--- src/rtl/universal_shift_engine.sv ---
// N-bit universal shift register with eight per-cycle modes plus a counted burst shifter.
// Optional parity output on Q is enabled by defining UR_PARITY_EN.
module universal_shift_engine #(
    parameter int N     = 8,
    parameter int CNT_W = 4
) (
    input  logic             clk,
    input  logic             rst_n,
    input  logic [2:0]       ctrl,
    input  logic [N-1:0]     D_in,
    input  logic             serial_in_r,
    input  logic             serial_in_l,
    input  logic             start,
    input  logic [CNT_W-1:0] burst_len,
    input  logic             burst_dir,
    output logic [N-1:0]     Q_out,
    output logic             serial_out_r,
    output logic             serial_out_l,
    output logic             busy,
    output logic             done
`ifdef UR_PARITY_EN
    ,
    output logic             parity_out
`endif
);

    typedef enum logic {
        IDLE = 1'b0,
        BUSY = 1'b1
    } state_t;

    state_t           state, state_next;
    logic [N-1:0]     q, q_next;
    logic [CNT_W-1:0] cnt, cnt_next;
    logic             dir, dir_next;
    logic             done_r, done_next;

    // Handshake: start is sampled only in IDLE; busy covers exactly the shift
    // cycles, and done is a one-cycle pulse after the last shift edge.
    always_comb begin
        state_next = state;
        q_next     = q;
        cnt_next   = cnt;
        dir_next   = dir;
        done_next  = 1'b0;
        case (state)
            IDLE: begin
                if (start) begin
                    // start outranks ctrl; the register holds on the accept edge
                    if (burst_len != '0) begin
                        dir_next   = burst_dir;
                        cnt_next   = burst_len;
                        state_next = BUSY;
                    end else begin
                        done_next = 1'b1;
                    end
                end else begin
                    case (ctrl)
                        3'b001:  q_next = {serial_in_r, q[N-1:1]};
                        3'b010:  q_next = {q[N-2:0], serial_in_l};
                        3'b011:  q_next = D_in;
                        3'b100:  q_next = {q[0], q[N-1:1]};
                        3'b101:  q_next = {q[N-2:0], q[N-1]};
                        3'b110:  q_next = {q[N-1], q[N-1:1]};
                        3'b111:  q_next = '0;
                        default: q_next = q;
                    endcase
                end
            end
            BUSY: begin
                q_next   = dir ? {q[N-2:0], serial_in_l} : {serial_in_r, q[N-1:1]};
                cnt_next = cnt - 1'b1;
                if (cnt == CNT_W'(1)) begin
                    state_next = IDLE;
                    done_next  = 1'b1;
                end
            end
            default: state_next = IDLE;
        endcase
    end

    always_ff @(posedge clk or negedge rst_n) begin
        if (!rst_n) begin
            state  <= IDLE;
            q      <= '0;
            cnt    <= '0;
            dir    <= 1'b0;
            done_r <= 1'b0;
        end else begin
            state  <= state_next;
            q      <= q_next;
            cnt    <= cnt_next;
            dir    <= dir_next;
            done_r <= done_next;
        end
    end

`ifdef UR_PARITY_EN
    // Computed from q_next so the stored parity always matches the stored Q.
    logic parity_r;
    always_ff @(posedge clk or negedge rst_n) begin
        if (!rst_n) parity_r <= 1'b0;
        else        parity_r <= ^q_next;
    end
    assign parity_out = parity_r;
`endif

    assign Q_out        = q;
    assign serial_out_r = q[0];
    assign serial_out_l = q[N-1];
    assign busy         = (state == BUSY);
    assign done         = done_r;

endmodule

--- config.mk ---
export PLATFORM = sky130hd
export DESIGN_NAME = universal_shift_engine
export DESIGN_NICKNAME = d
export VERILOG_FILES = /design/src/rtl/universal_shift_engine.sv
export SDC_FILE = /design/constraint.sdc
export NUM_CORES = 1
export LEC_CHECK = 0
export BUFFER_PORTS_ARGS = -buffer_cell sky130_fd_sc_hd__buf_2
export CORE_MARGIN = 3
export CORE_UTILIZATION = 30
export DETAILED_ROUTE_END_ITERATION = 12
export PLACE_DENSITY = 0.51
export SLEW_MARGIN = 10
export SYNTH_ARGS = -nofsm -noshare
export SYNTH_HDL_FRONTEND = slang
export SYNTH_SLANG_ARGS = --single-unit
--- constraint.sdc ---
create_clock -name clk -period 4.1 [get_ports clk]
set_clock_uncertainty 0.05 [all_clocks]
set_input_delay 1.025 -clock clk [delete_from_list [all_inputs] [get_ports clk]]
set_output_delay 1.025 -clock clk [all_outputs]
set_load 0.02 [all_outputs]
==> reports/results.ini, run 1 <==
[status]
outcome=completed

[synth]
yosysTopAreaCellShare=0.309
yosysUniqueCellTypes=43
asyncSetResetFlopFracSynth=1.00
postSynthCellCount=150
netlist.top_cell.by_area=sky130_fd_sc_hd__dfrtp_1
synthesis.area_per_instance_um2=8.11
synth_enable_flop_cells=0
ys.flop_type=sky130_fd_sc_hd__dfrtp_1
mappedNetlistNets=173
synth_sequential_area_ratio=0.309
synth-seq-cells=15
synth.cell_area_mm2=0.00122
post_synth_main_area_contributors=sky130_fd_sc_hd__dfrtp_1 (31%), sky130_fd_sc_hd__nand2_1 (7.4%), sky130_fd_sc_hd__a31oi_1 (4.6%)
synthesis.yosys.warnings=0

[critical_path]
critical_path.max_fanout=21
timing.setup.critical_path_class=register to output pin
cp_data_required_time_ps=3020
max_stage_delay_ps=800
timing.critical_path.depth=1
timing.critical_path.slowest_stage_cell=sky130_fd_sc_hd__dfrtp_1
startpoint_type_of_the_worst_setup_path=register
r2r.worst_path.cells=4
cp-end-kind=output pin
cp.buffers_inverters=1
worstPathCellList=buf_2
arrival_time_of_data_at_the_critical_path_endpoint_ps=1340
cpLargestDelayFamily=flip-flops
r2r_setup_slk_ps=2160

[detailed_routing]
vias=1180
route.detailed.vias_per_inst=5.32
drt_first_iter_violations=74
drt_pass1_iterations=4
wl_mm=3.25
post_drt_wl_per_cell_um=14.6
drc=0
drt_antenna_net_count=0

[layout]
final_design_area_no_fill_mm2=0.00141
layout.cells.most_common_list=sky130_fd_sc_hd__buf_2 (32), sky130_fd_sc_hd__nand2_1 (24), sky130_fd_sc_hd__dfrtp_1 (15)
drive_gt1_frac=0.270
antenna_cells_inserted=0
nets=198
final_common_cell=sky130_fd_sc_hd__buf_2
syn2layout_area_growth_pct=15.8
total_area_of_multi_input_combinational_cells_um2=726
nFillCells=407
final-seq-area_um2=375
final_util=0.374

[hold_path]
hold-path-cell-count=1
min_path_type=register to register

[die]
die_h_um=69.7
num_io_pins=33
core.rowCount=22
die_width_um=69.7
floorplan.core_area_mm2=0.00377
die-area_mm2=0.00485
initial_standard_cell_utilization_of_the_core=0.322

[global_routing]
grt_pass1_vias=1056
wire_length_of_the_first_global_routing_pass_mm=5.32
gr-total-overflow=0
grt_start_max_net_pins=24
grt_util_all_layers=0.133
grt_antenna_before_repair=0

[sta]
layout_worst_path_cycle_share=0.590
hold_violations=0
peak_clock_frequency_supported_by_timing_mhz=414
timing.final.max_slew_violations=0
setup_tns_ps=0
max_slew_margin=0.526
layout_setup_ws_ps=1680
hold-worst-slack_ps=491
setup_viol=0
unrepaired_setup_endpoints_after_global_routing=false
worstMarginPinSlew_ps=712
period_minus_slack_ps=2420

[clock_tree]
cts_made_buffers=3
cts_tree=yes
h_tree_lvls=1
cts_hold_repair.buffers=0
cts_setup_buffers=0
cts.path.max_buffers=2
clkSlewWorstSetupHoldPaths_ps=60
cts.repair.resized=0
tritoncts_num_sinks=15
worst_skew_pair.late_latency_ps=250
cts_root_buffer=sky130_fd_sc_hd__clkbuf_8

[placement]
place_ws_ps=1730
finalWeightedCongestion=0.778
number_of_port_buffers=32
post_dp_cell_area_mm2=0.00136
hpwlAfterDp_mm=2.29

[power_and_ir_drop]
cellLeakagePower_nw=0.641
power_density_relative_to_cell_area_mw_per_mm2=684
irDropWorstVdd_uv=274

[job]
drv_cap=0

power breakdown:
part,internal [mW],switching [mW]
logic,0.212,0.265
registers,0.223,0.137
clock network,0.0675,0.0586
total,0.503,0.461
per-layer routing:
metal,vias to the layer above,GRT usage,share of wire
li1,595,-,-
met5,-,0,0
met1,552,0.203,0.51
met4,0,0.0447,0.013
met2,29,0.183,0.43
met3,4,0.0275,0.046
final timing paths:
kind / startpoint / end
min reg2reg: cnt[0]$_DFFE_PN0P_ / cnt[0]$_DFFE_PN0P_
max in group asynchronous: rst_n / Q_out[6]$_DFFE_PN0P_
min in group asynchronous: rst_n / Q_out[2]$_DFFE_PN0P_
max: busy$_DFF_PN0_ / busy
max reg2reg: busy$_DFF_PN0_ / Q_out[5]$_DFFE_PN0P_
min: cnt[0]$_DFFE_PN0P_ / cnt[0]$_DFFE_PN0P_
registers in the layout, summed over array words and instances (netlist names):
name,cells
Q_out,8
cnt,4
busy,1
dir,1
done,1
synth_stat cells (2+ instances only):
cell and number:
sky130_fd_sc_hd__dfrtp_1 15, sky130_fd_sc_hd__ha_1 2, sky130_fd_sc_hd__a221oi_1 2, sky130_fd_sc_hd__nand2b_1 4, sky130_fd_sc_hd__o211ai_1 2, sky130_fd_sc_hd__a31oi_1 9, sky130_fd_sc_hd__buf_2 2, sky130_fd_sc_hd__nand4b_1 2
sky130_fd_sc_hd__inv_1 11, sky130_fd_sc_hd__or2_2 2, sky130_fd_sc_hd__o221ai_1 2, sky130_fd_sc_hd__nand2_1 24, sky130_fd_sc_hd__mux2i_1 2, sky130_fd_sc_hd__nor2_1 9, sky130_fd_sc_hd__o21ai_0 10, sky130_fd_sc_hd__a211oi_1 2
sky130_fd_sc_hd__a311o_1 3, sky130_fd_sc_hd__xor2_1 2, sky130_fd_sc_hd__nor3_1 3, sky130_fd_sc_hd__mux2_2 4, sky130_fd_sc_hd__a21oi_1 6, sky130_fd_sc_hd__buf_4 5, sky130_fd_sc_hd__o311ai_0 3, sky130_fd_sc_hd__clkbuf_1 4
sky130_fd_sc_hd__nor2b_1 2
cell families after synthesis:
| kind of cell | count (synthesis) | synth area share |
|---|---|---|
| buffers and inverters | 23 | 0.0946 |
| multiplexers | 7 | 0.0658 |
| AND/OR/NAND/NOR | 52 | 0.204 |
| XOR/XNOR | 2 | 0.0144 |
| flip-flops | 15 | 0.309 |
| adder cells (fa/ha/maj) | 2 | 0.0206 |
| AO/OA/AOI/OAI | 49 | 0.292 |
final cells by class:
| cell class | count | share of cell area |
|---|---|---|
| Multi-Input combinational cell | 112 | 0.515 |
| Timing Repair Buffer | 32 | 0.114 |
| Inverter | 11 | 0.0293 |
| Tap cell | 48 | 0.0426 |
| Clock buffer | 3 | 0.0293 |
| Sequential cell | 15 | 0.266 |
| Clock inverter | 1 | 0.00355 |
through the flow:
step / std cells / total power [mW]
6_report: 222 / 0.964
5_1_grt: 222 / 1.05
4_1_cts: 222 / 0.972
3_5_place_dp: 218 / 0.841
3_3_place_gp: 218 / 0.833
2_1_floorplan: 150 / 0.705
Note: power is estimated with default switching activity, not from simulation.
==> inputs of run 2 (changes only) <==
--- a/config.mk
+++ b/config.mk
@@ -9,7 +9,7 @@
 export CORE_MARGIN = 3
 export CORE_UTILIZATION = 30
 export DETAILED_ROUTE_END_ITERATION = 12
-export PLACE_DENSITY = 0.51
+export PLACE_DENSITY = 0.52
 export SLEW_MARGIN = 10
 export SYNTH_ARGS = -nofsm -noshare
 export SYNTH_HDL_FRONTEND = slang
==> constraint.sdc (replaced) <==
create_clock -name clk -period 2.2 [get_ports clk]
set_clock_uncertainty 0.05 [all_clocks]
set_input_delay 0.55 -clock clk [delete_from_list [all_inputs] [get_ports clk]]
set_output_delay 0.55 -clock clk [all_outputs]
set_load 0.02 [all_outputs]
==> reports/results.ini, run 2 (same netlist as run 1, synthesis figures left out) <==
[clock_tree]
cts_root_buffer=sky130_fd_sc_hd__clkbuf_8
cts_made_buffers=3
clkSlewWorstSetupHoldPaths_ps=60
tritoncts_num_sinks=15
cts_hold_repair.buffers=0
cts_tree=yes
h_tree_lvls=1
worst_skew_pair.late_latency_ps=250
cts.path.max_buffers=2
cts.repair.resized=0
cts_setup_buffers=0

[detailed_routing]
post_drt_wl_per_cell_um=13.9
drt_pass1_iterations=4
drt_first_iter_violations=120
drc=0
drt_antenna_net_count=0
route.detailed.vias_per_inst=5.30
wl_mm=3.11
vias=1187

[layout]
final-seq-area_um2=375
drive_gt1_frac=0.273
total_area_of_multi_input_combinational_cells_um2=726
nFillCells=390
syn2layout_area_growth_pct=17.0
largest_reg_flops=8
nets=200
final_design_area_no_fill_mm2=0.00142
layout.cells.most_common_list=sky130_fd_sc_hd__buf_2 (32), sky130_fd_sc_hd__nand2_1 (24), sky130_fd_sc_hd__dfrtp_1 (15)
antenna_cells_inserted=0
final_common_cell=sky130_fd_sc_hd__buf_2
final_util=0.377

[placement]
post_dp_cell_area_mm2=0.00138
finalWeightedCongestion=0.843
hpwlAfterDp_mm=2.32
number_of_port_buffers=32

[critical_path]
timing.critical_path.slowest_stage_cell=sky130_fd_sc_hd__dfrtp_1
startpoint_type_of_the_worst_setup_path=register
cp-end-kind=output pin
worstPathCellList=buf_2
cp.buffers_inverters=1
max_stage_delay_ps=590
cpLargestDelayFamily=flip-flops
arrival_time_of_data_at_the_critical_path_endpoint_ps=1090
cp_data_required_time_ps=1600
timing.setup.critical_path_class=register to output pin
r2r_setup_slk_ps=730
critical_path.max_fanout=13

[sta]
max_slew_margin=0.646
unrepaired_setup_endpoints_after_global_routing=false
period_minus_slack_ps=1690
peak_clock_frequency_supported_by_timing_mhz=593
layout_worst_path_cycle_share=0.766
worstMarginPinSlew_ps=530
setup_viol=0
setup_tns_ps=0
timing.final.max_slew_violations=0
hold_violations=0

[global_routing]
wire_length_of_the_first_global_routing_pass_mm=4.98
gr-total-overflow=0
grt_util_all_layers=0.125
grt_start_max_net_pins=24
grt_antenna_before_repair=0
grt_pass1_vias=1028

[power_and_ir_drop]
swShare=0.471
cellLeakagePower_nw=0.648
share_seq_of_total_power=0.358
p_int_mw=0.960
power_frac_comb=0.518
power_density_relative_to_cell_area_mw_per_mm2=1280
clkPwrFrac=0.124
switching_power_mw=0.854
irDropWorstVdd_uv=577

[die]
initial_standard_cell_utilization_of_the_core=0.322
floorplan.core_area_mm2=0.00377
die-area_mm2=0.00485
die_h_um=69.7
core.rowCount=22
num_io_pins=33
die_width_um=69.7

[hold_path]
min_path_type=input pin to asynchronous set/reset pin

[job]
drv_cap=0

[status]
outcome=completed

[run 2: layer usage]
metal	vias to the layer above	global-route usage	routed length, µm
li1	603	-	-
met1	535	0.180	1440
met2	47	0.189	1430
met3	2	0.0333	225
met4	0	0.0255	18
met5	-	0	0
[run 2: metrics by stage]
step           hold slack, ps  worst slack, ps  power [mW]  cells
2_1_floorplan             204              666        1.31    150
3_3_place_gp              432              362        1.58    220
3_5_place_dp              430              336        1.60    220
4_1_cts                   162              507        1.82    224
5_1_grt                   174              380        1.97    224
6_report                  151              515        1.81    224
[run 2: power by group through the flow]
| stage | sequential, mW | clock [mW] | combinational (mW) |
|---|---|---|---|
| 6_report | 0.650 | 0.225 | 0.939 |
| 5_1_grt | 0.682 | 0.249 | 1.04 |
| 4_1_cts | 0.648 | 0.230 | 0.947 |
| 3_5_place_dp | 0.651 | 0 | 0.944 |
| 3_3_place_gp | 0.648 | 0 | 0.930 |
| 2_1_floorplan | 0.665 | 0 | 0.650 |
[run 2: path summary, 6_finish.rpt]
path / from / endpoint / depth (start not counted)
min reg2reg: cnt[0]$_DFFE_PN0P_ / cnt[0]$_DFFE_PN0P_ / 1
max in group asynchronous: rst_n / Q_out[7]$_DFFE_PN0P_ / 1
min in group clk: burst_dir / dir$_DFFE_PN0P_ / 2
max reg2reg: busy$_DFF_PN0_ / Q_out[5]$_DFFE_PN0P_ / 4
min: rst_n / Q_out[2]$_DFFE_PN0P_ / 1
max: busy$_DFF_PN0_ / busy / 1
[run 2: area by class of cell]
type                            count  share of cell area
Tap cell                           48              0.0422
Clock buffer                        4              0.0317
Timing Repair Buffer               34               0.123
Multi-Input combinational cell    112               0.510
Inverter                           11              0.0290
Sequential cell                    15               0.264
